**config.mk**
```make
export PLATFORM = sky130hd
export DESIGN_NAME = pcm_sdm_dac
export DESIGN_NICKNAME = d
export VERILOG_FILES = /design/src/rtl/pcm_sdm_dac.sv
export SDC_FILE = /design/constraint.sdc
export NUM_CORES = 1
export LEC_CHECK = 0
export CAP_MARGIN = 20
export CORE_MARGIN = 1
export CORE_UTILIZATION = 57
export CTS_CLUSTER_DIAMETER = 30
export DETAILED_ROUTE_END_ITERATION = 16
export HOLD_SLACK_MARGIN = 0.05
export PLACE_DENSITY = 0.8
export SLEW_MARGIN = 20
export SYNTH_ARGS = -nofsm -noshare
export SYNTH_HDL_FRONTEND = slang
export SYNTH_SLANG_ARGS = --single-unit
```
**constraint.sdc**
```tcl
create_clock -name clk -period 2.4 [get_ports clk]
set_input_delay 0.36 -clock clk [delete_from_list [all_inputs] [get_ports clk]]
set_output_delay 0.36 -clock clk [all_outputs]
set_load 0.01 [all_outputs]
```
**src/rtl/pcm_sdm_dac.sv**
```systemverilog
// First-order sigma-delta DAC for the 19-bit PCM stream.
// It has a one-deep valid/ready input buffer, OSR-cycle sample slots and a saturating underrun counter.
module pcm_sdm_dac #(
  parameter int unsigned OSR = 64
) (
  input  logic        clk,
  input  logic        rst,
  input  logic        enable,
  input  logic [18:0] pcm_data,
  input  logic        pcm_valid,
  output logic        pcm_ready,
  output logic        dac_out,
  output logic [7:0]  underrun_count
);

  localparam int unsigned DW = 19;
  localparam int unsigned CW = 8;
  localparam int unsigned PW = (OSR > 1) ? $clog2(OSR) : 1;

  typedef enum logic {
    IDLE = 1'b0,
    RUN  = 1'b1
  } state_e;

  state_e          state_q, state_d;
  logic [PW-1:0]   phase_q, phase_d;
  logic [DW-1:0]   acc_q, acc_d;
  logic [DW-1:0]   cur_q, cur_d;
  logic [DW-1:0]   nxt_q, nxt_d;
  logic            nxt_full_q, nxt_full_d;
  logic            dac_q, dac_d;
  logic            ready_q, ready_d;
  logic [CW-1:0]   cnt_q, cnt_d;

  logic [DW-1:0]   u_c;
  logic [DW:0]     sum_c;
  logic            boundary_c;
  logic            xfer_c;

  // Offset-binary sample added into the wrapping accumulator; the carry is the output bit.
  assign u_c        = {~cur_q[DW-1], cur_q[DW-2:0]};
  assign sum_c      = {1'b0, acc_q} + {1'b0, u_c};
  assign boundary_c = (phase_q == PW'(OSR - 1));
  assign xfer_c     = pcm_valid && ready_q;

  always_ff @(posedge clk) begin
    if (rst) begin
      state_q    <= IDLE;
      phase_q    <= '0;
      acc_q      <= '0;
      cur_q      <= '0;
      nxt_q      <= '0;
      nxt_full_q <= 1'b0;
      dac_q      <= 1'b0;
      ready_q    <= 1'b0;
      cnt_q      <= '0;
    end else begin
      state_q    <= state_d;
      phase_q    <= phase_d;
      acc_q      <= acc_d;
      cur_q      <= cur_d;
      nxt_q      <= nxt_d;
      nxt_full_q <= nxt_full_d;
      dac_q      <= dac_d;
      ready_q    <= ready_d;
      cnt_q      <= cnt_d;
    end
  end

  always_comb begin
    state_d    = enable ? RUN : IDLE;
    phase_d    = phase_q;
    acc_d      = acc_q;
    cur_d      = cur_q;
    nxt_d      = nxt_q;
    nxt_full_d = nxt_full_q;
    dac_d      = dac_q;
    cnt_d      = cnt_q;

    if (state_q == RUN && enable) begin
      acc_d   = sum_c[DW-1:0];
      dac_d   = sum_c[DW];
      phase_d = phase_q + PW'(1);
      if (boundary_c) begin
        if (nxt_full_q) begin
          cur_d      = nxt_q;
          nxt_full_d = 1'b0;
        end else if (cnt_q != '1) begin
          cnt_d = cnt_q + CW'(1);
        end
      end
      // A transfer is only possible with the buffer empty, so it never races a consume.
      if (xfer_c) begin
        nxt_d      = pcm_data;
        nxt_full_d = 1'b1;
      end
    end else begin
      // Muted: everything returns to its reset value except the underrun count.
      phase_d    = '0;
      acc_d      = '0;
      cur_d      = '0;
      nxt_d      = '0;
      nxt_full_d = 1'b0;
      dac_d      = 1'b0;
    end

    ready_d = (state_d == RUN) && !nxt_full_d;
  end

  assign pcm_ready      = ready_q;
  assign dac_out        = dac_q;
  assign underrun_count = cnt_q;

endmodule

```
# Word-level counts from Yosys, hierarchy flattened
# Index checks and enable logic that the tools add are counted.
# op_classes
addsub,3
eq_ne,2
n_mux,4
n_bitwise,3
reduce_logical,7
# ops
operator,n
adder 19 x 19 -> 20 bit,1
adder 8 x 1 -> 8 bit (second input constant),1
!= test 8 bit (second input constant),1
adder 6 x 1 -> 6 bit (second input constant),1
equality test 6 bit (second input constant),1
two-way mux 1 bit,4
AND reduction 4 bit,1
logical AND 1 bit,3
inverter 1 bit,3
AND reduction 2 bit,1
OR reduction 2 bit,1
zero test 1 bit,1
# totals
reg_bits,75
in_bits,23
output_inout_bits,10
wordCells,28

# Logic depth before layout (Yosys ltp)
# logic_depth
ltp_word,6
depth_mapped,8
mapped_depth_nobuf,7

# Worst setup path after synthesis
# No wires, ideal clock.
# synth_timing
path_type,flip-flop to flip-flop
from,register acc_q[0]
to,register acc_q[16]
setup_ns,0.126
arrival_ns,1.996
required_time_ns,2.274
slack_ns,0.278
stages_incl_launch_ff,8
n_path_buf,0
period_less_slack_ns,2.122
cell_sequence,dfxtp_1 -> ha_1 -> fa_1 -> a211o_1 -> a211o_1 -> and3_1 -> nor4_1 -> nor3_2
# synth_via
elab_chain_cells,1
# synth_lines
element,line_no,rtl
"start, declared",27,"logic [DW-1:0] acc_q, acc_d;"
"start signal, assigned",50,acc_q <= '0;
"start signal, assigned",60,acc_q <= acc_d;
adder 19 x 19 -> 20 bit,42,"assign sum_c = {1'b0, acc_q} + {1'b0, u_c};"
# Every way passes these cells.
# A chain may end at the register's enable or synchronous reset.

# Worst setup path in the final report
# Ends and elaborated chain as after synthesis.

==> metrics.md <==
| Metric | Value |
|---|---|
| Router iterations before antenna repair | `5` |
| Gr ovfl total | `0` |
| Clk_lat worst skew | `0.35 ns` |
| Crit path max fanout | `3` |
| CTS Buf Count | `9` |
| Syn_nets | `470` |
| Largest net degree at the start of global routing | `45` |
| TNS Setup | `0 ns` |
| Iteration-0 DRC Markers | `240` |
| Clk_skew | `0.0131 ns` |
| Pleak | `1.58 nW` |
| Fin crit share | `0.959` |
| Post-route insts no fill | `532` |
| Residual DRC | `0` |
| GR Layer Usage met2 | `0.348` |
| DRT Wirelength | `7.01 mm` |
| Share of cells above drive strength 1 | `0.0700` |
| Fin crit period | `2.30 ns` |
| HPWL after DPL | `5.04 mm` |
| Post-Synthesis Cells | `425` |
| Ys Warns | `0` |
| CP endpoint kind | `flop` |
| Grt met1 use | `0.326` |
| Post-synth EDFFs | `0` |
| Die area | `6520 um2` |
| Routability cong. | `0.869` |
| Hold Vio Cnt, Final | `0` |
| Fmax | `0.434 GHz` |
| Initial Util | `0.594` |
| Max Cap Viol | `0` |
| Critical path type | `reg -> reg` |
| H-Tree Level Count | `3` |
| Setup crit start kind | `flop` |
| RSZ-0062 raised after global routing | `no` |
| CTS sink count | `75` |
| Io pins | `33` |
| N_diodes | `0` |
| Syn-to-layout area delta | `16.4%` |
| Vias in the first global route | `2663` |
| Mean post-synth cell area | `8.32 um2` |
| Slew Limit Headroom | `0.598` |
| First-pass GRT wire length | `11.8 mm` |
| GRT Max-Usage Layer | `met2` |
| Final setup vio count | `0` |
| Total Nets Final | `498` |
| Cell area after synthesis | `3540 um2` |
| Met3 Track Usage GR | `0.0528` |
| Maximum vdd drop | `0.000538 V` |
| Share of flip-flops with an asynchronous set or reset | `0` |
| Gates resized, CTS repair | `0` |
| Std cell rows | `28` |
| Total track usage | `0.234` |
| Vias | `3009` |
| HP Class | `reg -> reg` |
| R2R cell count | `7` |
| Placed Instances | `517` |
| Port Buffers | `32` |
| Status | `complete, no violations` |
| Post-synthesis sequential area ratio | `0.425` |
| FF/Latch Area | `1500 um2` |
| Arrival time worst endpoint | `2.54 ns` |
| Most frequent cells in the layout | `94 x nand2_1, 75 x dfxtp_1, 54 x a21oi_1` |
| Critical Path RT | `2.64 ns` |
| Max clock buf depth | `2` |
| Setup Buffers After CTS | `0` |
| CTS Hold Buffers Added | `0` |
| Clk Tree Root Cell | `clkbuf_8` |
| Number of antenna violations at the first check in global routing | `0` |
| Measured slew at the worst slew-check pin | `0.602 ns` |
| DIE WIDTH | `80.8 um` |
| Routed Antenna Nets | `0` |
| Core Box Area | `5960 um2` |
| Slew Viols, Final | `0` |
| WHS Path Cells | `2` |
| Area of the multi-input gates | `1910 um2` |
| Commonest non-fill, non-tap cell in the layout | `nand2_1` |
| CTS tree | `built` |
| Worst hold slack | `0.459 ns` |
| WL/cell | `13.2 um` |
| Clock slew seen by the registers of the worst setup and hold paths | `0.09 ns` |
| Vias per cell | `5.66` |
| Filler cell count | `494` |
| Number of synthesized register bits | `75` |
| Netlist cell types | `54` |
| Die height | `80.8 um` |
| Synth Flop Type | `dfxtp_1` |
| P per Cell Area | `579 nW/um2` |
==> synth_stat cells (2+ instances only) <==
library cell | count | area share
nand2_1 | 94 | 0.10
a31oi_1 | 4 | 0.0071
xnor2_1 | 6 | 0.015
a211o_1 | 4 | 0.0099
and2_1 | 3 | 0.0053
o31ai_1 | 2 | 0.0042
nor4_1 | 5 | 0.0088
nor2_1 | 24 | 0.025
o21ai_0 | 9 | 0.013
o211a_1 | 2 | 0.0057
nor3_1 | 7 | 0.0099
and3_1 | 9 | 0.016
nand3_1 | 12 | 0.017
o21a_1 | 4 | 0.0085
buf_1 | 5 | 0.0053
clkbuf_1 | 9 | 0.0096
buf_2 | 5 | 0.0071
nand2b_1 | 2 | 0.0035
and4_1 | 2 | 0.0050
nand4_1 | 10 | 0.018
a21o_2 | 2 | 0.0050
inv_1 | 6 | 0.0064
xor2_1 | 12 | 0.030
a21o_1 | 8 | 0.017
nor2b_1 | 2 | 0.0035
dfxtp_1 | 75 | 0.42
ha_1 | 21 | 0.074
a21oi_1 | 54 | 0.076
mux2i_1 | 2 | 0.0057
==> report_power, final <==
| part | internal (mW) | leakage, nW | switching (mW) |
|---|---|---|---|
| clock | 0.583 | 0.109 | 0.475 |
| combinational | 0.0431 | 0.868 | 0.0318 |
| sequential | 1.25 | 0.605 | 0.00366 |
| total | 1.87 | 1.58 | 0.510 |
==> metrics by stage <==
stage	utilization	total power [mW]	instance area, um2	worst slack, ns
after detailed placement	0.655	1.35	3900	0.131
after global placement	0.655	1.35	3900	0.198
after floorplan	-	1.31	3540	0.278
after CTS	0.691	2.39	4120	0.117
after global routing	0.691	2.45	4120	0.0365
final	0.691	2.38	4120	0.0974
==> final timing paths <==
kind                    end       from  slack, ns
hold / removal    cur_q[16]  nxt_q[16]       0.46
hold reg to reg   cur_q[16]  nxt_q[16]       0.46
setup reg to reg  acc_q[16]   acc_q[0]        0.1
setup / recovery  acc_q[16]   acc_q[0]        0.1
==> cell families (layout without fill, tap and decap cells) <==
kind of cell    count (synthesis)  after routing  share of synthesized area
simple gates                  178            178                      0.230
buf+inv                        28             60                     0.0350
compound gates                102            102                      0.180
fa+ha+maj                      22             22                     0.0800
mux                             2              2                    0.00566
flops                          75             75                      0.425
xor+xnor                       18             18                     0.0446
==> layer usage <==
metal	wire length, um	up-vias
met3	335	12
li1	-	1532
met2	3030	95
met5	0	-
met1	3500	1370
met4	144	0
==> flip-flops by register name, indices dropped and copies added, names as in the netlist <==
register and cells:
state_q 1, acc_q 19, nxt_full_q 1, underrun_count 8
dac_out 1, pcm_ready 1, cur_q 19, nxt_q 19
phase_q 6
==> critical path: stages (launching register included) <==
cell and delay, ns:
dfxtp_1 0.31, ha_1 0.22, fa_1 0.42, a211o_1 0.29
a211o_1 0.34, and3_1 0.20, nor4_1 0.32, nor3_2 0.09
==> layout make-up <==
class	count	share of cell area
clock inverter	6	0.0222
clock buffer	9	0.0301
inverter	6	0.00547
multi-input combinational	322	0.464
tap	75	0.0228
sequential	75	0.365
timing repair buffer	39	0.0906
(Power assumes the default switching activity.)
